--- src/rtl/timer_pkg.sv ---
// timer_pkg: shared counter width, counter type and configuration record for the timer block.
package timer_pkg;
    localparam int TIM_W = 16;
    typedef logic [TIM_W-1:0] tim_cnt_t;
    typedef struct packed {
        tim_cnt_t psc;
        tim_cnt_t arr;
    } tim_cfg_t;
endpackage

--- src/rtl/timer_if.sv ---
// timer_if: datapath-to-timer configuration/control bus plus the timer status returned to the core.
interface timer_if;
    import timer_pkg::*;
    logic     psc_wr, arr_wr, tim_en, ug, irq_en, flag_clr;
    tim_cnt_t psc_in, arr_in;
    tim_cnt_t cnt_out;
    logic     uev, uif, irq;
    modport master (
        output psc_wr, psc_in, arr_wr, arr_in, tim_en, ug, irq_en, flag_clr,
        input  cnt_out, uev, uif, irq
    );
    modport slave (
        input  psc_wr, psc_in, arr_wr, arr_in, tim_en, ug, irq_en, flag_clr,
        output cnt_out, uev, uif, irq
    );
endinterface

--- src/rtl/timer_prescaler.sv ---
// timer_prescaler: divides clk by (psc_act+1); the prescale value is always buffered in psc_pre.
module timer_prescaler
    import timer_pkg::*;
(
    input  logic     clk,
    input  logic     reset,
    input  logic     i_en,
    input  logic     i_clear,
    input  logic     i_reload,
    input  logic     i_wr,
    input  tim_cnt_t i_din,
    output logic     o_tick
);
    tim_cnt_t r_cnt, r_act, r_pre;

    assign o_tick = i_en && !i_clear && (r_cnt == r_act);

    always_ff @(posedge clk) begin
        if (reset) begin
            r_cnt <= '0;
            r_act <= '0;
            r_pre <= '0;
        end else begin
            if (i_clear)
                r_cnt <= '0;
            else if (i_en)
                r_cnt <= o_tick ? '0 : r_cnt + 1'b1;
            if (i_reload)
                r_act <= r_pre;
            if (i_wr)
                r_pre <= i_din;
        end
    end
endmodule

--- src/rtl/timer_unit.sv ---
// timer_unit: up-counting timer 0..ARR with prescaler, update-event pulse, sticky flag and masked irq.
// Define TIMER_ARR_PRELOAD_EN to buffer auto-reload writes until the next update event or ug.
module timer_unit
    import timer_pkg::*;
#(
    parameter tim_cnt_t ARR_RST = 16'hFFFF
) (
    input logic clk,
    input logic reset,
    timer_if.slave bus
);
    logic     w_tick, w_wrap, w_uev_evt, w_reload;
    tim_cnt_t r_cnt, r_arr_act;
    logic     r_uev, r_uif, r_irq;

    // A counter left above a shrunk ARR runs to all-ones and wraps there.
    assign w_wrap    = (r_cnt == r_arr_act) || (r_cnt == '1);
    assign w_uev_evt = w_tick && w_wrap && !bus.ug;
    assign w_reload  = bus.ug || w_uev_evt;

    timer_prescaler u_psc (
        .clk      (clk),
        .reset    (reset),
        .i_en     (bus.tim_en),
        .i_clear  (bus.ug),
        .i_reload (w_reload),
        .i_wr     (bus.psc_wr),
        .i_din    (bus.psc_in),
        .o_tick   (w_tick)
    );

`ifdef TIMER_ARR_PRELOAD_EN
    tim_cnt_t r_arr_pre;
    always_ff @(posedge clk) begin
        if (reset) begin
            r_arr_pre <= ARR_RST;
            r_arr_act <= ARR_RST;
        end else begin
            if (bus.arr_wr)
                r_arr_pre <= bus.arr_in;
            if (w_reload)
                r_arr_act <= r_arr_pre;
        end
    end
`else
    always_ff @(posedge clk) begin
        if (reset)
            r_arr_act <= ARR_RST;
        else if (bus.arr_wr)
            r_arr_act <= bus.arr_in;
    end
`endif

    // uif is set from the registered pulse so a clear coinciding with a visible uev loses.
    always_ff @(posedge clk) begin
        if (reset) begin
            r_cnt <= '0;
            r_uev <= 1'b0;
            r_uif <= 1'b0;
            r_irq <= 1'b0;
        end else begin
            if (bus.ug)
                r_cnt <= '0;
            else if (w_tick)
                r_cnt <= w_wrap ? '0 : r_cnt + 1'b1;
            r_uev <= w_uev_evt;
            r_uif <= r_uev || (r_uif && !bus.flag_clr);
            r_irq <= r_uif && bus.irq_en;
        end
    end

    assign bus.cnt_out = r_cnt;
    assign bus.uev     = r_uev;
    assign bus.uif     = r_uif;
    assign bus.irq     = r_irq;
endmodule
--- src/flat_wrapper.sv ---
// flat-port wrapper written by rule: the top's interface ports become plain ports
module timer_unit_flat import timer_pkg::*;
#(
    parameter tim_cnt_t ARR_RST = 16'hFFFF
)
  (clk, reset, bus_psc_wr, bus_psc_in, bus_arr_wr, bus_arr_in, bus_tim_en, bus_ug, bus_irq_en, bus_flag_clr, bus_cnt_out, bus_uev, bus_uif, bus_irq);
  timer_if bus_i ();
  input logic clk;
  input logic reset;
  input wire logic [$bits(bus_i.psc_wr)-1:0] bus_psc_wr;
  input wire logic [$bits(bus_i.psc_in)-1:0] bus_psc_in;
  input wire logic [$bits(bus_i.arr_wr)-1:0] bus_arr_wr;
  input wire logic [$bits(bus_i.arr_in)-1:0] bus_arr_in;
  input wire logic [$bits(bus_i.tim_en)-1:0] bus_tim_en;
  input wire logic [$bits(bus_i.ug)-1:0] bus_ug;
  input wire logic [$bits(bus_i.irq_en)-1:0] bus_irq_en;
  input wire logic [$bits(bus_i.flag_clr)-1:0] bus_flag_clr;
  output wire logic [$bits(bus_i.cnt_out)-1:0] bus_cnt_out;
  output wire logic [$bits(bus_i.uev)-1:0] bus_uev;
  output wire logic [$bits(bus_i.uif)-1:0] bus_uif;
  output wire logic [$bits(bus_i.irq)-1:0] bus_irq;
  assign bus_i.psc_wr = bus_psc_wr;
  assign bus_i.psc_in = bus_psc_in;
  assign bus_i.arr_wr = bus_arr_wr;
  assign bus_i.arr_in = bus_arr_in;
  assign bus_i.tim_en = bus_tim_en;
  assign bus_i.ug = bus_ug;
  assign bus_i.irq_en = bus_irq_en;
  assign bus_i.flag_clr = bus_flag_clr;
  assign bus_cnt_out = bus_i.cnt_out;
  assign bus_uev = bus_i.uev;
  assign bus_uif = bus_i.uif;
  assign bus_irq = bus_i.irq;
  timer_unit #(.ARR_RST(ARR_RST)) u_core (.clk(clk), .reset(reset), .bus(bus_i));
endmodule
--- config.mk ---
export PLATFORM = sky130hd
export DESIGN_NAME = timer_unit_flat
export DESIGN_NICKNAME = d
export VERILOG_FILES = /design/src/rtl/timer_pkg.sv /design/src/rtl/timer_if.sv /design/src/rtl/timer_prescaler.sv /design/src/rtl/timer_unit.sv /design/src/flat_wrapper.sv
export SDC_FILE = /design/constraint.sdc
export NUM_CORES = 1
export LEC_CHECK = 0
export CORE_MARGIN = 1.5
export CORE_UTILIZATION = 50
export CTS_BUF_LIST = sky130_fd_sc_hd__clkbuf_4 sky130_fd_sc_hd__clkbuf_8
export DETAILED_ROUTE_END_ITERATION = 10
export PLACE_DENSITY = 0.83
export SYNTH_ARGS = -nofsm -noshare
export SYNTH_HDL_FRONTEND = slang
export SYNTH_SLANG_ARGS = --single-unit
--- constraint.sdc ---
create_clock -name clk -period 2.8 [get_ports clk]
set_input_delay 0.56 -clock clk [delete_from_list [all_inputs] [get_ports clk]]
set_output_delay 0.56 -clock clk [all_outputs]
set_load 0.01 [all_outputs]
==> impl_metrics.tcl <==
set metrics [dict create \
    synthesis.instances 399 \
    max_freq_ghz 0.417 \
    stdcell_count 558 \
    cts_max_path_buffers 2 \
    tns_ps 0 \
    crit_type "reg2reg" \
    synth_most_common_cell "dfxtp_1" \
    crit_start "u_core.u_psc.r_cnt[4]" \
    worst-endpoint-arrival_ps 2670 \
    grt_antenna_before_repair 0 \
    r2r_start "u_core.u_psc.r_cnt[4]" \
    hp-class "reg2reg" \
    start_util 0.515 \
    grt_pass1_vias 2732 \
    fin_nets 496 \
    period_share 0.856 \
    cts_resized 0 \
    ios 59 \
    yosys_warnings 0 \
    final_hold_viol_count 0 \
    holdBufCountCts 0 \
    finalMaxSlewViolations 0 \
    worstSetupEndpointType "register" \
    clk_pin_slew_ps 80 \
    grt-ovfl-total 0 \
    cts_num_sinks 83 \
    synth_cell_type_count 37 \
    via_per_inst 5.28 \
    drc_errors 0 \
    clock_latency_ps 350 \
    avgSynthCellArea_um2 9.36 \
    netlist_area_um2 3730 \
    synthFlopType "dfxtp_1" \
    portBuffers 58 \
    die_area_um2 8000 \
    gp_congestion 0.809 \
    slew-limit-headroom 0.653 \
    cts_buffers 9 \
    row_count 31 \
    post-cts-setup-buffers 0 \
    tightest_slew_ps 521 \
    wire_per_inst_um 14.1 \
    grt_pass1_wl_um 13000 \
    place_hpwl_um 5490 \
    path_max_fanout 21 \
    route.antenna.remaining_nets 0 \
    worstHoldStart "u_core.u_psc.r_pre[8]" \
    die_width_um 89.4 \
    start_kind "register" \
    yosysTopAreaCell "dfxtp_1" \
    core_um2 7250 \
    synth_nets 441 \
    firstDrtPassIters 5 \
    fp.dieH_um 89.4 \
    ys_seq_elements 83 \
    cts_root_buf "clkbuf_8" \
    dp_cells 542 \
    synth_top_area_share 0.445 \
    syn_to_final_growth_pct 23.9 \
    max-vdd-ir-drop_mv 0.299 \
    synth_common_cells "dfxtp_1 (83), nand2_1 (59), mux2i_1 (50), nor2_1 (33), xor2_1 (27)" \
    power_density_nw_per_um2 523 \
    setup_viol 0 \
    drive_gt1_frac 0.0697 \
    outcome "complete, no violations" \
    crit_required_ps 3070 \
    async_reset_ff_frac 0 \
    fillers 591 \
    fin_crit_ps 2400 \
    cts_tree "done" \
    fin_skew_ps 4.29 \
    routed_wl_um 7890 \
    p_leak_nw 1.76 \
    rsz0062_at_grt "no" \
    vias 2949 \
    synth_area_leaders "dfxtp_1 (44%), mux2i_1 (13%), xor2_1 (6.3%), nand2_1 (5.9%), xnor2_1 (5.2%)" \
    synth_edf_count 0 \
    htreeDepth 3 \
    worstRegToRegCells 6 \
    cap_violations 0 \
    hold_path_depth 2 \
    antennaDiodeCount 0 \
    drtIter0Drc 161 \
    track_usage 0.210 \
    grt_max_degree 52 \
    ys_seq_area_frac 0.445 \
]
final cells by class:
type	instances	area [um^2]	share of cell area
Clock buffer	10	138	0.0297
Sequential cell	83	1660	0.359
Clock inverter	6	88.8	0.0192
Timing Repair Buffer	67	648	0.140
Inverter	5	18.8	0.00406
Multi-Input combinational cell	288	1950	0.421
Tap cell	99	124	0.0268
through the flow:
step	power (W)	cell area [um^2]	worst slack [ps]	hold WS, ps	utilization
6_report	0.00242	4630	403	458	0.638
5_1_grt	0.00252	4630	177	480	0.638
4_1_cts	0.00244	4630	423	461	0.638
3_5_place_dp	0.00149	4400	65.2	448	0.607
3_3_place_gp	0.00148	4400	206	446	0.607
2_1_floorplan	0.00140	3730	727	434	-
flip-flops by register name, summed over array words and instances, names as in the netlist:
name and cells:
u_core.bus.cnt_out 16, u_core.r_arr_act 16, u_core.u_psc.r_act 16, u_core.u_psc.r_cnt 16, u_core.u_psc.r_pre 16, u_core.bus.irq 1, u_core.bus.uev 1, u_core.bus.uif 1
where the power goes:
group | internal, W | switching, W | total (W)
registers | 0.00122 | 0.0000256 | 0.00124
clock network | 0.000526 | 0.000431 | 0.000957
logic | 0.000115 | 0.000105 | 0.000220
kinds of logic (layout without fill, tap and decap cells):
logic type | count (synthesis) | in the layout | synth area share
simple gates | 158 | 158 | 0.206
flops | 83 | 83 | 0.445
mux | 50 | 50 | 0.134
xor+xnor | 49 | 49 | 0.115
compound gates | 29 | 29 | 0.0593
buf+inv | 28 | 88 | 0.0342
fa+ha+maj | 2 | 2 | 0.00670
worst max-delay path, cell delays in order (launching register included):
cell and delay, ps:
dfxtp_1 450, xnor2_1 160, nand4_1 160, nor3_1 430, nand2_2 310, or4b_1 570, a211oi_1 240
metal layers:
metal  wire length, um  track usage
met5                 0            0
met4                93       0.0713
met3               380       0.0434
met2              3680        0.333
met1              3730        0.286
final timing paths:
check | end | slack, ps
max | u_core.bus.cnt_out[15] | 400
min | u_core.u_psc.r_act[8] | 460
max reg2reg | u_core.bus.cnt_out[15] | 400
min reg2reg | u_core.u_psc.r_act[8] | 460
cells in the final DEF, fill, tap and decap left out, drive strengths merged, types with 3 or more instances in the layout:
cell and count:
nor4 4, a211oi 11, o31ai 8, nand2 60
xnor2 22, xor2 27, inv 4, buf 9
and3 9, nand3 17, nor3 7, and4 3
dfxtp 83, clkbuf 10, a21oi 3, nor2 33
or4 8, nand4 8, clkinv 3, mux2i 50
clkdlybuf4s50 58, o21ai 3
Note: power is estimated with default switching activity, not from simulation.
